**src/rtl/fetch_unit.sv**
```systemverilog
// Instruction fetch unit: PC/IR registers, branch target resolution and redirect.
// The instruction memory is read combinationally at IMEM_ADDR.
module fetch_unit (
  input  logic        CLK,
  input  logic        RST_F,
  input  logic        PC_RST,
  input  logic        PC_WRITE,
  input  logic        BR_SEL,
  input  logic        PC_SEL,
  input  logic [3:0]  STAT,
  input  logic [31:0] IMEM_RDATA,
  output logic [15:0] IMEM_ADDR,
  output logic [31:0] INSTR,
  output logic [3:0]  OPCODE,
  output logic [3:0]  MM,
  output logic [15:0] PC,
  output logic [15:0] FPC,
  output logic        BR_PEND
);

  localparam logic [3:0] OpBra = 4'd4;
  localparam logic [3:0] OpBrr = 4'd5;
  localparam logic [3:0] OpBne = 4'd6;

  logic [31:0] ir_q, ir_d;
  logic [15:0] pc_q, pc_d;
  logic [15:0] fpc_q, fpc_d;
  logic [15:0] tgt_q, tgt_d;
  logic        br_pend_q, br_pend_d;

  logic        redirect;
  logic [15:0] fetch_addr;
  logic [3:0]  ir_opcode;
  logic [3:0]  ir_mm;
  logic [15:0] ir_imm;
  logic [15:0] rel_tgt;

  assign ir_opcode = ir_q[31:28];
  assign ir_mm     = ir_q[27:24];
  assign ir_imm    = ir_q[15:0];
  assign rel_tgt   = fpc_q + ir_imm;

  // A pending redirect steers the fetch address the moment PC_SEL rises.
  assign redirect   = PC_SEL && br_pend_q;
  assign fetch_addr = redirect ? tgt_q : pc_q;

  always_comb begin
    ir_d      = ir_q;
    pc_d      = pc_q;
    fpc_d     = fpc_q;
    tgt_d     = tgt_q;
    br_pend_d = br_pend_q;
    if (PC_RST) begin
      ir_d      = 32'h0000_0000;
      pc_d      = 16'h0000;
      fpc_d     = 16'h0000;
      tgt_d     = 16'h0000;
      br_pend_d = 1'b0;
    end else if (PC_WRITE) begin
      ir_d      = IMEM_RDATA;
      fpc_d     = fetch_addr;
      pc_d      = fetch_addr + 16'd1;
      br_pend_d = 1'b0;
    end else if (BR_SEL) begin
      case (ir_opcode)
        OpBra: begin
          tgt_d     = ir_imm;
          br_pend_d = 1'b1;
        end
        OpBrr: begin
          tgt_d     = rel_tgt;
          br_pend_d = 1'b1;
        end
        OpBne: begin
          tgt_d     = rel_tgt;
          br_pend_d = ((STAT & ir_mm) == 4'b0000);
        end
        default: br_pend_d = 1'b0;
      endcase
    end else if (redirect) begin
      pc_d      = tgt_q;
      br_pend_d = 1'b0;
    end
  end

  always_ff @(posedge CLK or negedge RST_F) begin
    if (!RST_F) begin
      ir_q      <= 32'h0000_0000;
      pc_q      <= 16'h0000;
      fpc_q     <= 16'h0000;
      tgt_q     <= 16'h0000;
      br_pend_q <= 1'b0;
    end else begin
      ir_q      <= ir_d;
      pc_q      <= pc_d;
      fpc_q     <= fpc_d;
      tgt_q     <= tgt_d;
      br_pend_q <= br_pend_d;
    end
  end

  assign IMEM_ADDR = fetch_addr;
  assign INSTR     = ir_q;
  assign OPCODE    = ir_opcode;
  assign MM        = ir_mm;
  assign PC        = pc_q;
  assign FPC       = fpc_q;
  assign BR_PEND   = br_pend_q;

endmodule

```
**config.mk**
```make
export PLATFORM = sky130hd
export DESIGN_NAME = fetch_unit
export DESIGN_NICKNAME = d
export VERILOG_FILES = /design/src/rtl/fetch_unit.sv
export SDC_FILE = /design/constraint.sdc
export NUM_CORES = 1
export LEC_CHECK = 0
export CAP_MARGIN = 20
export CORE_UTILIZATION = 49
export CTS_BUF_LIST = sky130_fd_sc_hd__clkbuf_16
export CTS_CLUSTER_DIAMETER = 60
export DETAILED_ROUTE_END_ITERATION = 8
export PLACE_DENSITY_LB_ADDON = 0.15
export SYNTH_ARGS = -nofsm -noshare
export SYNTH_HDL_FRONTEND = slang
export SYNTH_SLANG_ARGS = --single-unit
```
**constraint.sdc**
```tcl
create_clock -name CLK -period 3.61 [get_ports CLK]
set_clock_uncertainty 0.2 [all_clocks]
set_input_delay 0.722 -clock CLK [delete_from_list [all_inputs] [get_ports CLK]]
set_output_delay 0.722 -clock CLK [all_outputs]
set_load 0.005 [all_outputs]
```
======== Word-level counts from Yosys, hierarchy flattened ========
Index checks and enable logic that the tools add are counted.
word-level totals
  register bits ........................... 81
  bits in latches ......................... 0
  RAM bits ................................ 0
  bits in read-only memories .............. 0
  bits of input ports ..................... 42
  output and inout port bits .............. 89
  word-level logic and storage cells ...... 39
  memories kept ........................... 0
cells by class
  $add $sub $neg .......................... 2
  $mul .................................... 0
  div/mod/pow operators ................... 0
  magnitude comparators ................... 0
  equal/unequal tests ..................... 5
  shift operators ......................... 0
  muxes and demuxes ....................... 17
  bitwise logic cells ..................... 1
  reductions and logical operators ........ 9
operators with widths
  operator                 number
  $mux W16                 9
  $mux W32                 2
  $pmux W16 S2             1
  $add A16 B1 Y16 const B  1
  $add A16 B16 Y16         1
  $eq A4 B3 Y1 const B     3
  $and A4 B4 Y4            1
  $logic_not A4 Y1         1
  $mux W1                  4
  $reduce_bool A2 Y1       2
  $reduce_bool A4 Y1       1
  $reduce_or A2 Y1         2
  $ne A3 B3 Y1 const B     1
  $reduce_and A3 Y1        1
  $reduce_bool A3 Y1       1
  $ne A2 B2 Y1 const B     1
  $pmux W1 S2              1
  $logic_and A1 B1 Y1      1

======== Depth between registers and ports, before layout ========
  depth after elaboration ................. 6
  depth in mapped cells ................... 12
  depth with buffers taken out ............ 10

======== Least setup slack after synthesis ========
OpenSTA, ideal clock, no wires.
  path kind ............................... input-to-reg
  start ................................... input PC_SEL
  end ..................................... register pc_q[14] (netlist: PC[14])
  setup time .............................. 0.122 ns
  arrival time ............................ 2.778 ns
  required time ........................... 3.288 ns
  setup slack ............................. 0.511 ns
  stages on the path ...................... 12
  path buffers ............................ 2
  path through ............................ and2_4 buf_12 buf_2 mux2i_1 inv_1 ha_1 nand2_1 nor2_2 nor4b_4 nand3_2 or4_1 a32o_1
on the way
  word-level cells in the longest chain between the ends .. 5
  elaborated cells between the ends (all ways) .. 6
  those cells by class .................... 1 x add/sub; 4 x mux; 1 x reduce/logical
ends and longest elaborated chain
  element               RTL line  source
  from (decl)           9         input logic PC_SEL,
  $logic_and A1 B1 Y1   44        assign redirect = PC_SEL && br_pend_q;
  $mux W16              --
  via IMEM_ADDR[1]      12        output logic [15:0] IMEM_ADDR,
  $add A16 B1 Y16       62        pc_d = fetch_addr + 16'd1;
  $mux W16              59        end else if (PC_WRITE) begin
  $mux W16              53        if (PC_RST) begin
  to (signal assigned)  95        pc_q <= pc_d;
  to (decl)             26        logic [15:0] pc_q, pc_d;
The timed path passes the listed nets, and every way through them passes these cells. The select of a mux whose other input is x is not followed.
A chain may end at the register's enable or synchronous reset.

======== Final worst setup path ========
  start ................................... input PC_SEL
  end ..................................... output IMEM_ADDR[12]
on the way
  word-level cells in the longest chain between the ends .. 2
ends and longest elaborated chain
  element              RTL line
  $logic_and A1 B1 Y1  44
  $mux W16             --
  to (decl)            12
No other way between the ends.

==> impl_metrics.yaml <==
run_status:
  status: "finished clean"
floorplan:
  num_io_pins: 131
  rows: 35
  dieHeight_um: 99.8
  start_util_pct: 50.7
  die_w_um: 99.8
  core_um2: 9240
  dieArea_um2: 9960
clocking:
  clk_pin_slew_worst_paths_ns: 0.06
  insertion_delay_ns: 0.33
  cts_tree: "done"
  cts_resized: 0
  clock_sinks: 81
  cts_setup_buffers: 0
  cts_buffer_depth: 2
  root_buffer: "clkbuf_16"
  cts_buffers: 9
  h-tree-depth: 3
  ctsHoldBuffers: 0
worst_hold_path:
  hp-class: "in -> async"
worst_setup_path:
  worst_setup_path_start_kind: "input port"
  criticalPathCategory: "in -> out"
  cp-end-kind: "output port"
  cp_cell_sequence: "clkdlybuf4s50_1, buf_4, nand2_1, mux2i_1, inv_1, clkdlybuf4s50_1"
  cp_max_fo: 9
  slowest_delay_ns: 0.45
  crit_arrival_ns: 2.49
  reg2reg_from: "INSTR[0]$_DFFE_PN0P_"
  crit_start: "PC_SEL"
  cp_data_required_time_ns: 2.69
  crit_top_cell: "clkdlybuf4s50_1"
  cp_slowest_cell: "clkdlybuf4s50_1"
  critPathBufInv: 4
  cp_top_family: "buffers and inverters"
finish:
  drive_above_1_share_pct: 7.63
  fillers: 758
  seq_area_um2: 2030
  nets: 670
  area_delta_synth_final_pct: 37.3
  multi_input_area_um2: 2420
  antenna_cells: 0
  final_util_pct: 69.6
placed_design:
  io_buffers: 130
  dpl.hpwl_um: 9140
  gp_congestion: 0.858
synthesis:
  synth-seq-cells: 81
  syn_area_per_cell_um2: 9.68
  yosys.area.top_type_share_pct: 43.3
  synthDistinctLibCells: 55
  seq_area_frac_synth_pct: 43.3
  synth_ff_type: "dfrtp_1"
  synth_top_area_cell: "dfrtp_1"
  ys_async_sr_fraction_pct: 100
  synth_edf_count: 0
  syn_area_um2: 4680
  synthTopCellsByArea: "dfrtp_1 43%, mux2i_1 10%, nor2_1 4.8%, ha_1 4.3%, nand2_1 4.1%"
  yosysWarnings: 0
  synth_nets: 543
  netlist_instances: 484
routing:
  drt_pass1_iterations: 5
  vias: 4227
  drt_iter0_drc: 210
  post_drt_wl_per_cell_um: 17.3
  drcViolationCount: 0
  routed_wl_um: 12900
  antenna_left: 0
  vias_per_cell: 5.67
global_route:
  track_usage_pct: 26.8
  antenna_found_initial: 0
  first_global_vias: 4229
  grt_pass1_wl_um: 20900
  overflow: 0
  grt_max_degree: 82
pwr:
  switchingPower_mw: 0.562
  power_frac_seq_pct: 43.0
  ir_worst_vdd_v: 0.000234
  p_comb_share_pct: 14.5
  p_per_area_nw_per_um2: 354
  swShare_pct: 24.7
  intPower_mw: 1.71
  power_mw: 2.28
  p_leak_nw: 3.06
  clkPwrFrac_pct: 42.5
sta:
  fin_tns_setup_ns: 0
  finalCritPeriodShare_pct: 94.5
  fmax_mhz: 293
  tightest_slew_ns: 0.624
  setup_viol: 0
  period_needed_ns: 3.41
  rsz0062_at_grt: "false"
  hold_violations: 0
  slew_headroom_pct: 58.4
  drv_slew: 0
flow_run:
  drv_cap: 0
synth_stat cells (all sizes together), types with 7 or more instances:
master	n
a22o	15
clkbuf	18
ha	16
buf	15
a21oi	25
xnor2	18
o221ai	12
a211oi	16
o21ai	19
nand3	7
nand2	52
mux2i	51
nor2	61
dfrtp	81
inv	17
path summary, 6_finish.rpt:
| kind | to | slack, ns | cells past startpoint |
|---|---|---|---|
| min in group CLK | tgt_q[5]$_DFFE_PN0P_ | 0.30 | 2 |
| worst min register to register | tgt_q[5]$_DFFE_PN0P_ | 0.30 | 2 |
| worst min-delay path | INSTR[4]$_DFFE_PN0P_ | 0.17 | 1 |
| max in group asynchronous | FPC[12]$_DFFE_PN0P_ | 2.44 | 2 |
| worst max register to register | tgt_q[14]$_DFFE_PN0P_ | 0.58 | 9 |
| worst max-delay path | IMEM_ADDR[12] | 0.20 | 6 |
kinds of logic (layout without fill, tap and decap cells):
logic type | count (synthesis) | in the layout | share of synthesized area [%]
mux | 52 | 52 | 11.4
fa+ha+maj | 17 | 17 | 4.70
flops | 81 | 81 | 43.3
compound gates | 108 | 108 | 16.1
xor+xnor | 22 | 22 | 4.11
simple gates | 154 | 154 | 15.4
buf+inv | 50 | 182 | 5.02
registers in the layout (all words and copies together) (netlist names):
name	flops
PC	16
tgt_q	16
FPC	16
INSTR	32
BR_PEND	1
per-layer routing:
layer / up-vias / global-route usage [%] / part of all wire [%]
li1: 1974 / - / -
met1: 2005 / 33.5 / 41
met2: 202 / 44.5 / 48
met3: 46 / 5.29 / 7.4
met4: 0 / 13.3 / 4.2
met5: - / 0 / 0
through the flow:
| step | area, um2 | setup WS (ns) | hold WS, ns | std cells |
|---|---|---|---|---|
| after floorplan | 4680 | 0.511 | 0.226 | 484 |
| after CTS | 6410 | 0.220 | 0.298 | 744 |
| final | 6430 | 0.199 | 0.171 | 745 |
| after global routing | 6430 | 0.0987 | 0.218 | 745 |
| after global placement | 6090 | 0.140 | 0.280 | 727 |
| after detailed placement | 6100 | 0.0320 | 0.285 | 728 |
layout by cell type, fill, tap and decap left out, types with 6 or more instances in the layout:
| cell | Yosys | layout |
|---|---|---|
| a21oi_1 | 25 | 25 |
| clkbuf_16 | 0 | 9 |
| ha_1 | 16 | 16 |
| o21ai_0 | 15 | 15 |
| nor2_1 | 60 | 60 |
| mux2i_1 | 49 | 49 |
| a22o_1 | 15 | 15 |
| a211oi_1 | 16 | 16 |
| dfrtp_1 | 81 | 81 |
| buf_4 | 8 | 19 |
| nand2_1 | 51 | 51 |
| inv_1 | 16 | 18 |
| o221ai_1 | 12 | 12 |
| clkdlybuf4s50_1 | 0 | 127 |
| xnor2_1 | 18 | 18 |
| nand3_1 | 6 | 6 |
area by class of cell:
class | count | area share [%]
repair buffers | 149 | 22.5
clock buffers | 9 | 3.50
well taps | 129 | 2.51
flip-flops and latches | 81 | 31.5
multi-input cells | 353 | 37.7
clock inverters | 7 | 1.36
inverters | 17 | 0.992
power by group through the flow:
stage | Clock (mW) | Sequential, mW | Combinational (mW)
2_1_floorplan | 0 | 0.987 | 0.158
3_3_place_gp | 0 | 0.995 | 0.317
3_5_place_dp | 0 | 0.995 | 0.326
4_1_cts | 0.979 | 0.979 | 0.329
5_1_grt | 1.02 | 0.983 | 0.363
6_report | 0.967 | 0.979 | 0.330
No activity file was read; power rests on OpenSTA's default activity.
